[src/rtl/bgm_pkg.sv]
// Shared widths, types and the note-code to tone-divider table for the BGM sequencer.
package bgm_pkg;

   localparam int NOTE_W  = 5;
   localparam int DUR_W   = 4;
   localparam int SCALE_W = 7;
   localparam int ROM_W   = NOTE_W + DUR_W;

   typedef logic [NOTE_W-1:0]  note_t;
   typedef logic [DUR_W-1:0]   dur_t;
   typedef logic [SCALE_W-1:0] scale_t;

   // Song ROM word layout: note code in the upper bits, duration below.
   typedef struct packed {
      note_t note;
      dur_t  dur;
   } rom_word_t;

   // Tone divider code per note code; 0 means silence.
   localparam scale_t SCALE_TABLE [2**NOTE_W] = '{
      7'd0,
      7'd92, 7'd87, 7'd82, 7'd77, 7'd73, 7'd69, 7'd65, 7'd61, 7'd58, 7'd55,
      7'd51, 7'd49, 7'd46, 7'd43, 7'd41, 7'd39, 7'd36, 7'd34, 7'd32, 7'd31,
      7'd29,
      7'd28,
      7'd27, 7'd26, 7'd24, 7'd23,
      7'd0,  7'd0,  7'd0,  7'd0,  7'd0
   };

endpackage

[src/rtl/bgm_sequencer_if.sv]
// Control, song-ROM and tone-generator signals of the BGM sequencer.
// master = system/ROM side, slave = the sequencer itself.
interface bgm_sequencer_if #(
   parameter int ADDR_W = 9
);
   import bgm_pkg::*;

   logic [1:0]        scrnum;
   logic              pause;
   logic              loop_en;
   logic [1:0]        tempo_sel;
   logic [ADDR_W-1:0] rom_addr;
   logic [ROM_W-1:0]  rom_data;
   scale_t            scale;
   logic              note_start;
   logic              done;

   modport master (
      output scrnum, pause, loop_en, tempo_sel, rom_data,
      input  rom_addr, scale, note_start, done
   );

   modport slave (
      input  scrnum, pause, loop_en, tempo_sel, rom_data,
      output rom_addr, scale, note_start, done
   );

endinterface

[src/rtl/bgm_note_lut.sv]
// Combinational note code to tone divider lookup.
module bgm_note_lut
   import bgm_pkg::*;
(
   input  note_t  note_i,
   output scale_t scale_o
);

   assign scale_o = SCALE_TABLE[note_i];

endmodule

[src/rtl/bgm_sequencer.sv]
// Background-music sequencer: steps through an external song ROM at a
// selectable tempo and drives a tone divider code to the tone generator.
module bgm_sequencer
   import bgm_pkg::*;
#(
   parameter int         ADDR_W    = 9,
   parameter int         SONG_LEN  = 460,
   parameter int         TICK_DIV  = 10_000_000,
   parameter logic [3:0] PLAY_MASK = 4'b1010
) (
   input logic            clk,
   input logic            rst,
   bgm_sequencer_if.slave bus
);

   // Largest reload value is TICK_DIV-1.
   localparam int                CNT_W   = $clog2(TICK_DIV);
   localparam logic [ADDR_W-1:0] LAST_PC = ADDR_W'(SONG_LEN - 1);

   logic [ADDR_W-1:0] pc_q, pc_d;
   logic [CNT_W-1:0]  cnt_q, cnt_d;
   dur_t              dur_q, dur_d;
   logic              last_q, last_d;
   logic              done_q, done_d;
   scale_t            scale_q, scale_d;
   logic              note_start_q, note_start_d;

   logic              active;
   logic              tick;
   rom_word_t         rom_word;
   scale_t            lut_scale;
   logic [31:0]       period;
   logic [CNT_W-1:0]  reload;

   assign rom_word = rom_word_t'(bus.rom_data);
   assign active   = PLAY_MASK[bus.scrnum];
   assign tick     = active && !bus.pause && !done_q && (cnt_q == '0);

   bgm_note_lut u_note_lut (
      .note_i  (rom_word.note),
      .scale_o (lut_scale)
   );

   // Counter reload value at the tempo selected right now; guards tempos
   // whose period shrinks to a single cycle.
   always_comb begin
      period = 32'(TICK_DIV) >> bus.tempo_sel;
      reload = (period > 32'd1) ? CNT_W'(period - 32'd1) : '0;
   end

   // Next-state logic: inactivity clears everything, a tick advances the song,
   // otherwise the counter runs down unless paused.
   always_comb begin
      // NOTE: every variable gets its hold value first so no path leaves it unassigned (no latch).
      pc_d         = pc_q;
      cnt_d        = cnt_q;
      dur_d        = dur_q;
      last_d       = last_q;
      done_d       = done_q;
      scale_d      = scale_q;
      note_start_d = 1'b0;

      if (!active) begin
         pc_d    = '0;
         cnt_d   = '0;
         dur_d   = '0;
         last_d  = 1'b0;
         done_d  = 1'b0;
         scale_d = '0;
      end else if (tick) begin
         cnt_d = reload;
         if (dur_q != '0) begin
            dur_d = dur_q - 1'b1;
         end else if (!last_q) begin
            scale_d      = lut_scale;
            dur_d        = rom_word.dur;
            note_start_d = 1'b1;
            // loop_en only matters here, at the load of the final entry.
            if (pc_q < LAST_PC) begin
               pc_d = pc_q + 1'b1;
            end else if (bus.loop_en) begin
               pc_d = '0;
            end else begin
               last_d = 1'b1;
            end
         end else begin
            scale_d = '0;
            done_d  = 1'b1;
         end
      end else if (!bus.pause && (cnt_q != '0)) begin
         cnt_d = cnt_q - 1'b1;
      end
   end

   // State registers with synchronous active-low reset.
   always_ff @(posedge clk) begin
      // NOTE: non-blocking assignments so every register samples pre-edge values.
      if (!rst) begin
         pc_q         <= '0;
         cnt_q        <= '0;
         dur_q        <= '0;
         last_q       <= 1'b0;
         done_q       <= 1'b0;
         scale_q      <= '0;
         note_start_q <= 1'b0;
      end else begin
         pc_q         <= pc_d;
         cnt_q        <= cnt_d;
         dur_q        <= dur_d;
         last_q       <= last_d;
         done_q       <= done_d;
         scale_q      <= scale_d;
         note_start_q <= note_start_d;
      end
   end

   assign bus.rom_addr   = pc_q;
   assign bus.scale      = bus.pause ? '0 : scale_q;
   assign bus.note_start = note_start_q;
   assign bus.done       = done_q;

endmodule

[src/flat_wrapper.sv]
// flat-port wrapper written by rule: the top's interface ports become plain ports
module bgm_sequencer_flat import bgm_pkg::*;
#(
   parameter int         ADDR_W    = 9,
   parameter int         SONG_LEN  = 460,
   parameter int         TICK_DIV  = 10_000_000,
   parameter logic [3:0] PLAY_MASK = 4'b1010
)
  (clk, rst, bus_scrnum, bus_pause, bus_loop_en, bus_tempo_sel, bus_rom_data, bus_rom_addr, bus_scale, bus_note_start, bus_done);
  bgm_sequencer_if #(.ADDR_W(ADDR_W)) bus_i ();
  input logic clk;
  input logic rst;
  input wire logic [$bits(bus_i.scrnum)-1:0] bus_scrnum;
  input wire logic [$bits(bus_i.pause)-1:0] bus_pause;
  input wire logic [$bits(bus_i.loop_en)-1:0] bus_loop_en;
  input wire logic [$bits(bus_i.tempo_sel)-1:0] bus_tempo_sel;
  input wire logic [$bits(bus_i.rom_data)-1:0] bus_rom_data;
  output wire logic [$bits(bus_i.rom_addr)-1:0] bus_rom_addr;
  output wire logic [$bits(bus_i.scale)-1:0] bus_scale;
  output wire logic [$bits(bus_i.note_start)-1:0] bus_note_start;
  output wire logic [$bits(bus_i.done)-1:0] bus_done;
  assign bus_i.scrnum = bus_scrnum;
  assign bus_i.pause = bus_pause;
  assign bus_i.loop_en = bus_loop_en;
  assign bus_i.tempo_sel = bus_tempo_sel;
  assign bus_i.rom_data = bus_rom_data;
  assign bus_rom_addr = bus_i.rom_addr;
  assign bus_scale = bus_i.scale;
  assign bus_note_start = bus_i.note_start;
  assign bus_done = bus_i.done;
  bgm_sequencer #(.ADDR_W(ADDR_W), .SONG_LEN(SONG_LEN), .TICK_DIV(TICK_DIV), .PLAY_MASK(PLAY_MASK)) u_core (.clk(clk), .rst(rst), .bus(bus_i));
endmodule
[config.mk]
export PLATFORM = sky130hd
export DESIGN_NAME = bgm_sequencer_flat
export DESIGN_NICKNAME = d
export VERILOG_FILES = /design/src/rtl/bgm_pkg.sv /design/src/rtl/bgm_sequencer_if.sv /design/src/rtl/bgm_note_lut.sv /design/src/rtl/bgm_sequencer.sv /design/src/flat_wrapper.sv
export SDC_FILE = /design/constraint.sdc
export NUM_CORES = 1
export LEC_CHECK = 0
export BUFFER_PORTS_ARGS = -buffer_cell sky130_fd_sc_hd__buf_2
export CORE_AREA = 10 10 86 88
export CTS_CLUSTER_DIAMETER = 60
export CTS_CLUSTER_SIZE = 25
export DETAILED_ROUTE_END_ITERATION = 6
export DIE_AREA = 0 0 96 98
export PLACE_DENSITY_LB_ADDON = 0.05
export SKIP_CTS_REPAIR_TIMING = 1
export SYNTH_ARGS = -nofsm -noshare
export SYNTH_HDL_FRONTEND = slang
export SYNTH_SLANG_ARGS = --single-unit
[constraint.sdc]
create_clock -name clk -period 2.8 [get_ports clk]
set_input_delay 0.14 -clock clk [delete_from_list [all_inputs] [get_ports clk]]
set_output_delay 0.14 -clock clk [all_outputs]
set_load 0.02 [all_outputs]
# ---- Word level (Yosys, flattened, before mapping)
# Memory sizes are Yosys's and may differ from the RTL's.
# Cells that the tools add are included.
dict set report classes {
  n_eq_ne 1
  addsub 4
  bitwise 6
  n_reduce_logical 17
  n_lt_le_gt_ge 4
  shift 1
  muxes 17
}
# cell count
set ops {}
lappend ops {{$mux 24} 3}
lappend ops {{$sub 24x1->24 const B} 2}
lappend ops {{$gt 32x1->1 const B} 1}
lappend ops {{$shr 24x2->32 const A} 1}
lappend ops {{$mux 7} 4}
lappend ops {{$logic_not 24->1} 1}
lappend ops {{$reduce_bool 24->1} 1}
lappend ops {{$mux 9} 2}
lappend ops {{$add 9x1->9 const B} 1}
lappend ops {{$lt 9x9->1 const B} 1}
lappend ops {{$mux 4} 2}
lappend ops {{$ge 6x6->1 const B} 1}
lappend ops {{$not 5->6} 1}
lappend ops {{$reduce_and 2->1} 3}
lappend ops {{$mux 1} 5}
lappend ops {{$not 1->1} 5}
lappend ops {{$logic_and 1x1->1} 4}
lappend ops {{$reduce_and 4->1} 1}
lappend ops {{$reduce_bool 2->1} 2}
lappend ops {{$reduce_bool 4->1} 1}
lappend ops {{$reduce_or 4->1} 1}
lappend ops {{$sub 4x1->4 const B} 1}
lappend ops {{$lt 2x3->1 const B} 1}
lappend ops {{$reduce_and 3->1} 1}
lappend ops {{other kinds (3)} 4}
dict set report totals {
  rom_bits 224
  regBits 47
  memories 1
  in_bits 17
  output_inout_bits 18
}
# memory words word_bits rd rd_clocked_by_memory_dff write_ports line
set mem_list {}
lappend mem_list {{(name not given)} 32 7 1 0 0 bgm_note_lut.sv:9} ;# assign scale_o = SCALE_TABLE[note_i];

# ---- Longest topological paths before layout
# Gate-level depths: netlist of the first run.
dict set report depth {
  depth_word 7
  ltp_mapped 8
  depth_no_buf 7
}

# ---- Cells and area by module
# A second synthesis of the first run with hierarchy kept.
dict set report unflattened {
  cells_unflattened 421
  area_unflattened_um2 3329.4
}
# mod instances cells_per_inst area_per_inst_um2
set by_module_without_submodules {}
lappend by_module_without_submodules {bgm_sequencer 1 378 3000.4}
lappend by_module_without_submodules {bgm_note_lut 1 43 329.1}

# ---- Least setup slack after synthesis of the first run
# OpenSTA, ideal clock, no wires.
dict set report synth_path {
  path_type {reg-to-reg}
  startpoint {register u_core.dur_q[0]}
  endpoint {register u_core.pc_q[3], in the netlist u_core.bus.rom_addr[3]}
  t_required_ps 2730
  path_stages_with_launch 8
  setup_slack_ps 643
  arrival_ps 2087
  synth_period_minus_slack_ps 2157
  setup_time_ps 70
  path_cell_list {dfxtp_1 -> inv_1 -> ha_1 -> nor3b_2 -> nand4_2 -> or2_4 -> or4_1 -> a21oi_1}
}
dict set report synth_via {
  elab_chain_len 3
}
# item line
set synth_lines {}
lappend synth_lines {{start, declared} bgm_sequencer.sv:22} ;# dur_t dur_q, dur_d;
lappend synth_lines {{start signal, assigned} bgm_sequencer.sv:109} ;# dur_q <= dur_d;
lappend synth_lines {{$reduce_bool 4->1} bgm_sequencer.sv:72} ;# if (dur_q != '0) begin
lappend synth_lines {{$not 1->1 (no line)} -}
lappend synth_lines {{$reduce_and 4->1 (no line)} -}
lappend synth_lines {{end signal, assigned} bgm_sequencer.sv:107} ;# pc_q <= pc_d;
lappend synth_lines {{end, declared} bgm_sequencer.sv:20} ;# logic [ADDR_W-1:0] pc_q, pc_d;
# Every way passes these cells.
# A chain may end at the register's enable or synchronous reset.

# ---- Worst setup path in the final report of the first run
dict set report layout_path {
  startpoint {register u_core.cnt_q[0]}
  endpoint {register u_core.cnt_q[13]}
}
dict set report layout_via {
  elab_chain_len 3
}
# item line
set layout_lines {}
lappend layout_lines {{start, declared} bgm_sequencer.sv:21} ;# logic [CNT_W-1:0] cnt_q, cnt_d;
lappend layout_lines {{start signal, assigned} bgm_sequencer.sv:108} ;# cnt_q <= cnt_d;
lappend layout_lines {{$sub 24x1->24 (tied with other cells)} bgm_sequencer.sv:91} ;# cnt_d = cnt_q - 1'b1;
lappend layout_lines {{$mux 24 (tied with other cells)} bgm_sequencer.sv:90} ;# end else if (!bus.pause && (cnt_q != '0)) begin
lappend layout_lines {{$mux 24 or $reduce_bool 2->1 (tied branches)} -}
# Several ways; a longest one is shown, not always the timed one. The select of a mux whose other input is x is not followed.

==> run_results.csv, run 1 <==
group,metric,value,unit
setup_path,rr_startpoint,"u_core.cnt_q[0]",
power_and_ir_drop,vdd_drop_max,0.712,mV
clock_tree,worstSkewPairLatency,0.31,ns
setup_path,cp.arrival,2.54,ns
setup_path,r2r-end,"u_core.cnt_q[13]",
placed_design,dpl.cell_count,512,
logic_synthesis,ys_async_sr_fraction,0,%
die,fp.dieH,98,um
die,rows,28,
clock_tree,cts-htree-levels,2,
sta,period_needed,2.36,ns
clock_tree,cts.clk_slew.worst_paths,0.09,ns
layout,fin_nets,478,
setup_path,worstSetupStartpointType,"flop",
die,start_util,57.0,%
global_routing,antenna_found_initial,0,
sta,worst_slew_pin_slew,0.769,ns
sta,fin_tns_setup,0,ns
logic_synthesis,syn-cell-area,3280,um2
setup_path,rr_worst_depth,8,
min_path,min-delay-start,"rst",
power_and_ir_drop,cellPowerDensity,1350,nW/um2
global_routing,grt_pass1_vias,3139,
die,fp.dieW,96,um
sta,relSlewSlack,48.7,%
logic_synthesis,yosysTopAreaCell,"dfxtp_1",
logic_synthesis,ys_warn_count,0,
setup_path,ff2ff_setup_slack,0.44,ns
sta,clock.fmax,424,MHz
placed_design,io_buffers,33,
setup_path,crit_path_end_kind,"flop",
global_routing,grt_max_degree,20,
power_and_ir_drop,power.leakage,1.46,nW
global_routing,grtUsageTotal,20.1,%
logic_synthesis,synth_top_area_share,28.7,%
clock_tree,clock_sinks,47,
logic_synthesis,synth-edff-count,0,
sta,rsz0062_at_grt,"no",
global_routing,grt_pass1_wl,15600,um
drt,wire_per_inst,18.2,um
setup_path,slowest_delay,0.48,ns
logic_synthesis,synth_seq_cells,47,
sta,hold_viol,0,
layout,num-fill-cells,540,
drt,dr.pass1.iters,5,
setup_path,path_cells,"inv_1 > ha_1 > nor4b_2 > and4_1 > buf_4 > nand2_1 > a21boi_0 > o21ai_0",
clock_tree,clock_path_buffers,2,
layout,area_delta_synth_final,12.8,%
min_path,hold_path_class,"input pin to flop",
placed_design,place_hpwl,6890,um
logic_synthesis,synth_cell_types,70,
outcome,status,"finished, final reports clean",
logic_synthesis,yosysSeqAreaShare,28.7,%
drt,wl,9470,um
sta,setup_slack,0.439,ns
logic_synthesis,ys.flop_type,"dfxtp_1",
layout,drive_gt1_share,18.9,%
drt,avgViaCountPerCell,6.53,
global_routing,overflow,0,
sta,final_min_period_over_clock_period,84.3,%
die,die_area,9410,um2
drt,drt_iter0_markers,292,
logic_synthesis,synthTopCellsByArea,"dfxtp_1, ha_1, a21oi_1",
clock_tree,cts-root-buf,"clkbuf_8",
min_path,hold_path_depth,2,
placed_design,place_ws,0.493,ns
logic_synthesis,syn_area_per_cell,8.15,um2
min_path,min_to,"u_core.bus.note_start",
drt,route.detailed.drc,0,
placed_design,gp_congestion,0.932,
sta,finalSetupViolCount,0,
setup_path,path_max_fanout,6,
drt,vias,3389,
drt,ant_nets,0,
die,io_pins,35,
sta,finalClockSkew,0.00989,ns
layout,finalNonFillerCells,519,
setup_path,slowest_stage,"nor4b_2",
setup_path,cp.required,2.98,ns
logic_synthesis,syn-num-nets,436,
setup_path,path_class,"flop to flop",
job,cap_viol_max_count,0,
layout,diodes,0,
logic_synthesis,yosys-top-cells-count,"dfxtp_1, nand2_1, a21oi_1, nor2_1, o21ai_0",
sta,slew_viol_final,0,
clock_tree,tritoncts,"built",
die,core_area,5750,um2
clock_tree,numCtsBuffers,5,
logic_synthesis,post-synth-top-count-cell,"dfxtp_1",
logic_synthesis,synthCells,402,
[cell families after synthesis]
| kind of cell | after synthesis | synth area share, % |
|---|---|---|
| mux | 5 | 1.60 |
| xor+xnor | 9 | 2.41 |
| compound gates | 116 | 25.2 |
| simple gates | 174 | 31.2 |
| flops | 47 | 28.7 |
| fa+ha+maj | 17 | 6.49 |
| buf+inv | 34 | 4.32 |
[final cells by class]
cell class	instances	area [um2]	share of cell area (%)
multi-input cells	321	2190	59.4
flip-flops and latches	47	941	25.5
repair buffers	54	323	8.74
well taps	75	93.8	2.54
clock buffers	6	82.6	2.24
inverters	15	56.3	1.52
clock inverters	1	5.00	0.135
[stage by stage]
| step | hold slack (ns) | instance area [um2] | util, % | total power [mW] |
|---|---|---|---|---|
| final | 0.138 | 3690 | 64.3 | 4.99 |
| after global placement | 0.437 | 3610 | 62.8 | 4.40 |
| after floorplan | 0.331 | 3280 | - | 3.38 |
| after detailed placement | 0.440 | 3610 | 62.8 | 4.44 |
| after global routing | 0.155 | 3690 | 64.3 | 5.34 |
| after CTS | 0.138 | 3690 | 64.3 | 4.88 |
[worst max path at each step]
stage,from,endpoint,slack (ns),cells after the start
final,u_core.cnt_q[0],u_core.cnt_q[13],0.44,8
after floorplan,u_core.dur_q[0],u_core.bus.rom_addr[3],0.64,7
after detailed placement,u_core.cnt_q[0],u_core.dur_q[3],0.49,8
after CTS,u_core.cnt_q[0],u_core.dur_q[2],0.47,8
after global placement,u_core.cnt_q[0],u_core.bus.rom_addr[8],0.53,7
after global routing,u_core.cnt_q[0],u_core.dur_q[3],0.25,8
[routing by layer]
metal / vias up / GRT usage [%] / routed length (um)
met5: - / 0 / 0
met1: 1589 / 27.2 / 4220
met2: 155 / 30.9 / 4340
met3: 22 / 4.36 / 736
met4: 0 / 5.56 / 168
li1: 1623 / - / -
[registers in the layout, summed over array words and instances, names as in the netlist]
| register | flops |
|---|---|
| u_core.bus.done | 1 |
| u_core.last_q | 1 |
| u_core.bus.note_start | 1 |
| u_core.bus.rom_addr | 9 |
| u_core.scale_q | 7 |
| u_core.cnt_q | 24 |
| u_core.dur_q | 4 |
[where the power goes]
group	leakage [nW]	internal, mW	total (mW)	switching (mW)
Clock	0.0470	0.194	0.431	0.236
Combinational	1.03	1.35	3.55	2.20
Sequential	0.381	0.811	1.01	0.194
[critical path, delay by kind of cell (launching register included)]
kind                       cells  cell delay, ns
AOI/OAI and AO/OA              2            0.35
and+or+nand+nor                3            1.06
adders and majority gates      1            0.16
DFF                            1            0.34
buffers and inverters          2            0.30
[cell usage in the layout, fill, tap and decap left out, drive strengths merged, types with 8 or more instances in the layout]
cell / Yosys / layout
inv: 15 / 15
nor2b: 9 / 9
nor3: 17 / 17
nor2: 27 / 27
nand2: 39 / 39
buf: 6 / 54
nand4: 16 / 16
nor4: 14 / 14
or4: 8 / 8
ha: 17 / 17
nand3: 16 / 16
dfxtp: 47 / 47
o21ai: 21 / 21
a21oi: 32 / 32
a211oi: 8 / 8
No activity file was read; power rests on OpenSTA's default activity.
==> run 2: changes to the inputs <==
==> constraint.sdc (replaced) <==
create_clock -name clk -period 2.35 [get_ports clk]
set_input_delay 0.1175 -clock clk [delete_from_list [all_inputs] [get_ports clk]]
set_output_delay 0.1175 -clock clk [all_outputs]
set_load 0.02 [all_outputs]
==> run_results.csv, run 2 (synthesized netlist as in run 1, its figures left out) <==
group,metric,value,unit
power_and_ir_drop,cellPowerDensity,1620,nW/um2
layout,diodes,0,
drt,vias,3408,
power_and_ir_drop,vdd_drop_max,0.762,mV
power_and_ir_drop,power.leakage,1.49,nW
die,rows,28,
global_routing,antenna_found_initial,0,
die,fp.dieW,96,um
min_path,hold_path_class,"input pin to flop",
sta,fin_tns_setup,0,ns
drt,wire_per_inst,18.0,um
setup_path,ff2ff_setup_slack,0.15,ns
layout,fin_nets,486,
clock_tree,cts.clk_slew.worst_paths,0.09,ns
placed_design,io_buffers,33,
die,io_pins,35,
sta,final_min_period_over_clock_period,93.8,%
layout,mostFrequentLayoutCells,"dfxtp_1, nand2_1, buf_2, a21oi_1, buf_4",
clock_tree,numCtsBuffers,5,
sta,finalSetupViolCount,0,
drt,wl,9510,um
setup_path,path_max_fanout,8,
die,fp.dieH,98,um
sta,relSlewSlack,62.8,%
setup_path,worstSetupStartpointType,"flop",
power_and_ir_drop,finalPower,6.08,mW
setup_path,critPathBufInv,3,
setup_path,crit_start,"u_core.cnt_q[0]",
setup_path,slowest_stage,"dfxtp_1",
setup_path,path_class,"flop to flop",
clock_tree,cts-htree-levels,2,
placed_design,dpl.cell_count,520,
placed_design,gp_congestion,0.938,
global_routing,grt_pass1_wl,15600,um
drt,ant_nets,0,
layout,largest_register,"u_core.cnt_q",
global_routing,grtUsageTotal,20.0,%
power_and_ir_drop,intPower,2.89,mW
outcome,status,"finished, final reports clean",
clock_tree,clock_path_buffers,2,
sta,fin_hold_ws,0.132,ns
layout,drive_gt1_share,20.3,%
clock_tree,clock_sinks,47,
power_and_ir_drop,power_frac_comb,72.3,%
die,start_util,57.0,%
global_routing,overflow,0,
layout,area_delta_synth_final,14.6,%
layout,num-fill-cells,525,
sta,period_needed,2.20,ns
setup_path,cp_top_family,"compound AO/OA/AOI/OAI gates",
setup_path,path_cells,"inv_1 > ha_1 > nor4b_2 > buf_4 > and4_1 > a31oi_1 > buf_4 > nor2_1 > a221o_1",
sta,slew_viol_final,0,
drt,drt_iter0_markers,259,
setup_path,slowest_delay,0.37,ns
layout,layout_commonest_cell,"dfxtp_1",
drt,dr.pass1.iters,5,
global_routing,grt_pass1_vias,3186,
sta,finalClockSkew,0.00882,ns
drt,route.detailed.drc,0,
setup_path,cp.required,2.55,ns
layout,finalNonFillerCells,528,
die,die_area,9410,um2
job,cap_viol_max_count,0,
clock_tree,tritoncts,"built",
min_path,min-delay-start,"rst",
global_routing,grt_max_degree,20,
sta,worst_slew_pin_slew,0.558,ns
sta,rsz0062_at_grt,"no",
placed_design,place_hpwl,7010,um
power_and_ir_drop,switching_share,52.5,%
setup_path,rr_startpoint,"u_core.cnt_q[0]",
power_and_ir_drop,power_switching,3.19,mW
power_and_ir_drop,seq_power_share,19.7,%
power_and_ir_drop,power.clock.fraction,8.1,%
setup_path,cp.arrival,2.40,ns
setup_path,cp_common_cell,"buf_4",
clock_tree,cts-root-buf,"clkbuf_8",
sta,clock.fmax,454,MHz
layout,largest_reg_flops,24,
clock_tree,worstSkewPairLatency,0.31,ns
setup_path,crit_path_end_kind,"flop",
sta,hold_viol,0,
drt,avgViaCountPerCell,6.45,
die,core_area,5750,um2
==> run 2: changes by cell type in the layout (fill, tap and decap cells not counted), sizes merged <==
cell | before | now
buf | 54 | 62
clkbuf | 6 | 7
==> run 2: layer usage <==
| layer | GRT usage [%] | part of all wire, % | vias up |
|---|---|---|---|
| met2 | 30.5 | 46 | 167 |
| met3 | 4.52 | 7.8 | 35 |
| met1 | 26.4 | 43 | 1564 |
| met5 | 0 | 0 | - |
| met4 | 7.83 | 2.9 | 0 |
| li1 | - | - | 1642 |
==> run 2: per-stage QoR <==
stage	setup slack (ns)	utilization [%]	instance area [um2]
floorplan	0.193	-	3280
global placement	0.108	63.8	3670
detailed placement	0.120	63.8	3670
CTS	0.103	65.2	3750
global route	0.00167	65.4	3750
finish	0.145	65.4	3750
==> run 2: worst paths after layout <==
kind / end / depth (start not counted)
setup / recovery: u_core.cnt_q[11] / 9
hold / removal: u_core.bus.note_start / 2
setup reg to reg: u_core.cnt_q[11] / 9
hold reg to reg: u_core.scale_q[4] / 2
==> run 2: power by group through the flow <==
stage / registers [mW] / logic (mW) / clock network, mW
detailed placement: 1.20 / 4.24 / 0
global route: 1.22 / 4.73 / 0.526
finish: 1.19 / 4.39 / 0.490
floorplan: 1.16 / 2.86 / 0
CTS: 1.19 / 4.26 / 0.499
global placement: 1.20 / 4.17 / 0
==> run 2: area by class of cell <==
type,count,area (um2),area share (%)
Timing Repair Buffer,62,383,10.2
Tap cell,75,93.8,2.50
Inverter,15,56.3,1.50
Clock buffer,7,76.3,2.03
Clock inverter,1,5.00,0.133
Multi-Input combinational cell,321,2200,58.6
Sequential cell,47,941,25.1
